### src/rtl/bcd_pkg.sv
// Shared types and constants for the binary-to-BCD converter.
// State encoding and conversion sizing live here so all files agree.
package bcd_pkg;

    typedef enum logic [1:0] {
        IDLE = 2'b00,
        CONV = 2'b01,
        FIN  = 2'b10
    } state_t;

    localparam int BIN_W       = 16;
    localparam int BCD_ND      = 5;
    localparam int SHIFT_STEPS = 16;
    localparam int CNT_W       = $clog2(SHIFT_STEPS);

    localparam logic [CNT_W-1:0] CNT_LAST = CNT_W'(SHIFT_STEPS - 1);

endpackage

### src/rtl/bcd_add3.sv
// Double-dabble digit correction cell: add 3 when the digit is 5 or more.
// An input digit never exceeds 9, so the 4-bit sum cannot wrap.
module bcd_add3 (
    input  logic [3:0] d_i,
    output logic [3:0] q_o
);

    assign q_o = (d_i >= 4'd5) ? d_i + 4'd3 : d_i;

endmodule

### src/rtl/bin_to_bcd16.sv
// Sequential shift-and-add-3 converter: 16-bit product to five BCD digits.
// Starts on a rising VALID edge, runs 16 shift steps, then pulses DONE.
module bin_to_bcd16
    import bcd_pkg::*;
#(
    parameter int W  = BIN_W,
    parameter int ND = BCD_ND
) (
    input  logic            CLK,
    input  logic            RESET,
    input  logic            VALID,
    input  logic [W-1:0]    BIN,
    output logic [4*ND-1:0] BCD,
    output logic            DONE,
    output logic            BUSY
);

    localparam int AW = 4 * ND;

    state_t           state_q, state_d;
    logic [CNT_W-1:0] cnt_q, cnt_d;

    logic          vprev_q;
    logic [W-1:0]  sh_q, sh_d;
    logic [AW-1:0] acc_q, acc_d;
    logic [AW-1:0] bcd_q, bcd_d;
    logic          done_q, done_d;

    logic            start;
    logic [AW-1:0]   acc_adj;
    logic [AW+W-1:0] shifted;

    assign start = VALID & ~vprev_q;

    for (genvar g = 0; g < ND; g++) begin : g_adj
        bcd_add3 u_add3 (
            .d_i (acc_q[4*g +: 4]),
            .q_o (acc_adj[4*g +: 4])
        );
    end

    assign shifted = {acc_adj, sh_q} << 1;

    always_comb begin
        state_d = state_q;
        cnt_d   = cnt_q;
        sh_d    = sh_q;
        acc_d   = acc_q;
        bcd_d   = bcd_q;
        done_d  = 1'b0;
        unique case (state_q)
            IDLE: begin
                if (start) begin
                    state_d = CONV;
                    cnt_d   = '0;
                    sh_d    = BIN;
                    acc_d   = '0;
                end
            end
            CONV: begin
                cnt_d = cnt_q + 1'b1;
                sh_d  = shifted[W-1:0];
                acc_d = shifted[AW+W-1:W];
                if (cnt_q == CNT_LAST) begin
                    state_d = FIN;
                end
            end
            FIN: begin
                bcd_d   = acc_q;
                done_d  = 1'b1;
                state_d = IDLE;
            end
            default: state_d = IDLE;
        endcase
    end

    always_ff @(posedge CLK or posedge RESET) begin
        if (RESET) begin
            state_q <= IDLE;
            cnt_q   <= '0;
        end else begin
            state_q <= state_d;
            cnt_q   <= cnt_d;
        end
    end

    always_ff @(posedge CLK or posedge RESET) begin
        if (RESET) begin
            vprev_q <= 1'b0;
            sh_q    <= '0;
            acc_q   <= '0;
            bcd_q   <= '0;
            done_q  <= 1'b0;
        end else begin
            vprev_q <= VALID;
            sh_q    <= sh_d;
            acc_q   <= acc_d;
            bcd_q   <= bcd_d;
            done_q  <= done_d;
        end
    end

    assign BCD  = bcd_q;
    assign DONE = done_q;
    assign BUSY = (state_q == CONV) || (state_q == FIN);

endmodule

### config.mk
export PLATFORM = sky130hd
export DESIGN_NAME = bin_to_bcd16
export DESIGN_NICKNAME = d
export VERILOG_FILES = /design/src/rtl/bcd_pkg.sv /design/src/rtl/bcd_add3.sv /design/src/rtl/bin_to_bcd16.sv
export SDC_FILE = /design/constraint.sdc
export NUM_CORES = 1
export LEC_CHECK = 0
export CORE_MARGIN = 5
export CORE_UTILIZATION = 54
export CTS_CLUSTER_DIAMETER = 100
export DETAILED_ROUTE_END_ITERATION = 10
export PLACE_DENSITY = 0.88
export SLEW_MARGIN = 25
export SYNTH_ARGS = -nofsm -noshare
export SYNTH_HDL_FRONTEND = slang
export SYNTH_SLANG_ARGS = --single-unit
### constraint.sdc
create_clock -name CLK -period 2.33 [get_ports CLK]
set_input_delay 0.233 -clock CLK [delete_from_list [all_inputs] [get_ports CLK]]
set_output_delay 0.233 -clock CLK [all_outputs]
set_load 0.05 [all_outputs]
# Word level (Yosys, flattened, before mapping)
# Index checks and enable logic that the tools add are counted.
[totals]
register_bits = 64
out_inout_bits = 22
[op_classes]
add_sub_neg = 6
n_lt_le_gt_ge = 5
n_eq_ne = 5
mux = 15
bitwise_logic = 2
n_reduce_logical = 5
[ops]
columns = ["op", "n"]
rows = [
  ["case mux 20 bit (2 select lines)", 1],
  ["case mux 16 bit (2 select lines)", 1],
  [">= comparator 4 x 3 -> 1 bit, second input constant", 5],
  ["2-to-1 mux 20 bit", 1],
  ["2-to-1 mux 4 bit", 5],
  ["adder 4 x 2 -> 4 bit, second input constant", 4],
  ["2-to-1 mux 16 bit", 1],
  ["case mux 4 bit (2 select lines)", 1],
  ["adder 4 x 1 -> 4 bit, second input constant", 1],
  ["equality test 4 bit, second input constant", 1],
  ["2-to-1 mux 2 bit", 2],
  ["!= test 2 bit, second input constant", 2],
  ["case mux 2 bit (2 select lines)", 1],
  ["AND reduction 2 bit", 2],
  ["adder 3 x 2 -> 3 bit, second input constant", 1],
  ["2-to-1 mux 3 bit", 1],
  ["equality test 2 x 1 -> 1 bit, second input constant", 1],
  ["equality test 2 bit, second input constant", 1],
  ["zero test 2 bit", 1],
  ["nonzero test 2 bit", 1],
  ["bitwise AND 1 bit", 1],
  ["logical OR 1 bit", 1],
  ["2-to-1 mux 1 bit", 1],
  ["inverter 1 bit", 1],
]

# Logic depth before layout (Yosys ltp)
[depth]
ltp_word = 4
ltp_mapped = 7

# By module
# From an unflattened synthesis, not the netlist that was laid out.
[hier_totals]
cells_unflattened = 254
area_unflattened_um2 = 3223.1
[modules_own_cells]
columns = ["mod", "instances", "cells_each", "area_per_inst_um2", "seq_area_each_um2"]
rows = [
  ["bin_to_bcd16", 1, 174, 2716.4, 1601.5],
  ["bcd_add3", 5, 16, 101.3, 0.0],
]

# Least setup slack after synthesis
# OpenSTA, ideal clock, no wires.
[synth_timing]
path_kind = "reg2reg"
start = "register state_q[0]"
end = "register sh_q[10]"
setup_time_ns = 0.133
arrival_ns = 1.396
required_ns = 2.197
setup_slack_ns = 0.801
stages_incl_launch_ff = 6
synth_period_minus_slack_ns = 1.529
cell_sequence = "dfrtp_1 -> inv_1 -> ha_1 -> mux2i_2 -> clkbuf_1 -> o21ai_0"
[synth_via]
elab_chain_cells = 3
word_cells_on_any_way = 6
classes_between = "eq/ne (2); mux (1); reduce/logical (3)"
[synth_rtl]
columns = ["element", "line", "rtl"]
rows = [
  ["start: declaration", "bin_to_bcd16.sv:20", "state_t state_q, state_d;"],
  ["start signal: assignment", "bin_to_bcd16.sv:82", "state_q <= state_d;"],
  ["equality test 2 x 1 -> 1 bit or zero test 2 bit (tied branches)", "bin_to_bcd16.sv:51", "unique case (state_q)"],
  ["nonzero test 2 bit (no source line) or != test 2 bit (tied branches)", "n/a", ""],
  ["AND reduction 2 bit (no source line)", "n/a", ""],
  ["end signal: assignment", "bin_to_bcd16.sv:90", "sh_q <= '0;"],
  ["end signal: assignment", "bin_to_bcd16.sv:96", "sh_q <= sh_d;"],
  ["end: declaration", "bin_to_bcd16.sv:24", "logic [W-1:0] sh_q, sh_d;"],
]
# Parallel ways exist; a longest one is shown, timed or not.
# A chain may end at the register's enable or synchronous reset.

# Worst setup path in the final report
[layout_timing]
start = "register state_q[0]"
end = "output port BUSY"
[layout_via]
elab_chain_cells = 2
word_cells_on_any_way = 3
classes_between = "eq/ne (2); reduce/logical (1)"
[layout_rtl]
columns = ["element", "line", "rtl"]
rows = [
  ["equality test 2 x 1 -> 1 bit or equality test 2 bit (tied branches)", "bin_to_bcd16.sv:105", "assign BUSY = (state_q == CONV) || (state_q == FIN);"],
  ["logical OR 1 bit (*)", "bin_to_bcd16.sv:105", ""],
  ["end: declaration", "bin_to_bcd16.sv:15", "output logic BUSY"],
]
# Every way passes the cells marked *; elsewhere a longest branch is shown, timed or not.

==> impl_metrics.tcl <==
set metrics [dict create \
    place_congestion 0.7900 \
    ys.warnings.count 0 \
    worst_slack_ps 205.8 \
    outcome "finished clean" \
    cap_violations 0 \
    cp_slowest_cell "clkdlybuf4s50_1" \
    dp_slack_ps 406.3 \
    numClockSinks 64 \
    synth_seq_cells 64 \
    wl_mm 5.558 \
    cts_hold_buf 0 \
    cp_max_fo 3 \
    yosysSeqAreaShare_pct 53.56 \
    hpwl_mm 3.665 \
    antenna_found_initial 0 \
    htree_levels 3 \
    rsz0062_at_grt "no" \
    cts_tree "yes" \
    crit_type "reg -> out" \
    endpoint_kind "output port" \
    nNetsFinal 332 \
    ant_nets 0 \
    drive_gt1_share_pct 15.51 \
    clkSlewWorstSetupHoldPaths_ps 70 \
    antenna_cells 0 \
    first_pass_iters 4 \
    critPathLaunch "state_q[0]" \
    row_count 27 \
    reg2reg_to "acc_q[19]" \
    port_buffers 40 \
    cts_setup_buffers 0 \
    worst_path_dominant_cell_family "buffers and inverters" \
    syn_area_per_cell_um2 11.77 \
    async_flop_share_pct 100.0 \
    drt_iter0_markers 124 \
    p_leak_uw 0.001699 \
    cp_num_buf_inv 2 \
    multi_input_area_mm2 0.001292 \
    min_path_type "in -> async" \
    path_cells "inv_1, ha_1, clkdlybuf4s50_1" \
    syn_area_mm2 0.002990 \
    fin_skew_ps 9.540 \
    finalSetupViolations 0 \
    syn_nets 288 \
    synth-edff-count 0 \
    viasPerCell 5.413 \
    rr_worst_depth 6 \
    worst_pin_slew_ps 653.7 \
    critPathCapture "BUSY" \
    cp-start-kind "flip-flop" \
    worstPathArrival_ps 1890 \
    syn_to_final_growth_pct 25.10 \
    crit_path_max_incr_delay_ps 800 \
    stdcell_count 375 \
    grt_max_degree 45 \
    synth_cell_type_count 27 \
    synthCells 254 \
    min_period_ps 2124 \
    clk_path_buf_depth 2 \
    timing.hold.ws_ps 254.8 \
    vdd_drop_max_v 0.0006992 \
    drv_slew 0 \
    dieHeight_um 84.42 \
    overflow 0 \
    power_density_mw_per_mm2 1489 \
    grt_pass1_wl_mm 9.749 \
    num_vias 2030 \
    initial_core_util_pct 54.98 \
    root_buffer "clkbuf_8" \
    dp_cells 359 \
    drc 0 \
    fill_cells 399 \
    tns_ps 0 \
    cp.required_ps 2100 \
    regArea_mm2 0.001602 \
    design_area_mm2 0.003741 \
    grtUsageTotal_pct 17.31 \
    fp.dieW_um 84.42 \
    numCtsBuffers 9 \
    cts_resized 0 \
    reg2reg_from "state_q[0]" \
    die_area_mm2 0.007126 \
    place_area_mm2 0.003487 \
    fin_crit_sh_pct 91.17 \
    rrSetupSlack_ps 390 \
    coreArea_mm2 0.005439 \
    path_depth 3 \
    clock.fmax_mhz 470.8 \
    grt_pass1_vias 2076 \
    wl_per_cell_um 14.82 \
    max_slew_margin_pct 56.41 \
    finalHoldViolCount 0 \
    io_pins 41 \
    ys.flop_type "dfrtp_1" \
    clk_latency_ps 350 \
]
-- placed cells by master, fill, tap and decap left out, drive strengths merged --
cell,Yosys,routed
nand2b,6,6
clkbuf,3,11
clkdlybuf4s50,0,40
inv,14,14
o22ai,8,8
o21a,1,1
a21oi,9,9
nor2,1,1
mux2i,21,21
o31ai,5,5
o32ai,1,1
clkinv,0,1
mux2,22,22
bufinv,0,3
dfrtp,64,64
nor2b,3,3
nand3,4,4
clkinvlp,0,1
nor3b,4,4
xor2,1,1
o21ai,26,26
buf,9,5
a32o,4,4
a22o,7,7
or4b,1,1
nand2,20,20
xnor2,5,5
ha,15,15
-- metrics by stage --
step           total power (µW)  utilization, %
5_1_grt                    5953           68.78
3_5_place_dp               4388           64.11
4_1_cts                    5623           68.78
6_report                   5570           68.78
2_1_floorplan              3701               -
3_3_place_gp               4284           64.04
-- power by group --
part	total (µW)	internal [µW]	switching (µW)	leakage, µW
clock	1200	767	437	0.000126
sequential	1860	1550	307	0.000826
combinational	2510	1030	1480	0.000748
-- cell usage after synthesis (4+ instances only) --
master    number  area [µm²]
a21oi_1        9       45.04
a22o_1         7       61.31
a32o_1         4       40.04
nand2_1       20       75.07
dfrtp_1       64        1602
buf_2          9       45.04
mux2_2        22       247.7
o22ai_1        8       50.05
inv_1         14       52.55
ha_1          15       187.7
nor3b_1        4       30.03
o21ai_0       25       125.1
nand2b_1       6       37.54
nand3_1        4       20.02
xnor2_1        5       43.79
o31ai_1        5       37.54
mux2i_1       20       200.2
-- worst min-delay path by stage --
stage | end | slack [ps] | cells past startpoint
6_report | acc_q[5] | 250 | 2
5_1_grt | acc_q[5] | 290 | 2
4_1_cts | acc_q[5] | 260 | 2
3_5_place_dp | sh_q[8] | 470 | 2
3_3_place_gp | sh_q[0] | 460 | 2
2_1_floorplan | vprev_q | 260 | 0
-- cell families after synthesis --
group | count (synthesis) | synth area share, %
and+or+nand+nor | 39 | 6.611
buffers and inverters | 26 | 3.640
DFF | 64 | 53.56
AOI/OAI and AO/OA | 61 | 12.72
adders and majority gates | 15 | 6.276
xor gates and xnor gates | 6 | 1.757
muxes | 43 | 15.44
-- layer usage --
metal / track usage, % / part of all wire (%) / wire, µm / vias to the layer above
met5: 0 / 0 / 0 / -
met2: 27.55 / 49 / 2718 / 45
met1: 21.58 / 43 / 2416 / 978
li1: - / - / - / 996
met4: 9.640 / 2.4 / 136 / 0
met3: 4.416 / 5.2 / 287 / 11
-- registers in the layout, summed over array words and instances, names as in the netlist --
signal	count
DONE	1
acc_q	20
vprev_q	1
sh_q	16
cnt_q	4
state_q	2
BCD	20
-- layout make-up --
class	count	area share (%)
multi-input cells	164	34.55
flip-flops and latches	64	42.81
inverters	14	1.405
well taps	72	2.408
repair buffers	45	12.04
clock buffers	11	4.047
clock inverters	5	2.742
Power figures use the tool's default switching activity.
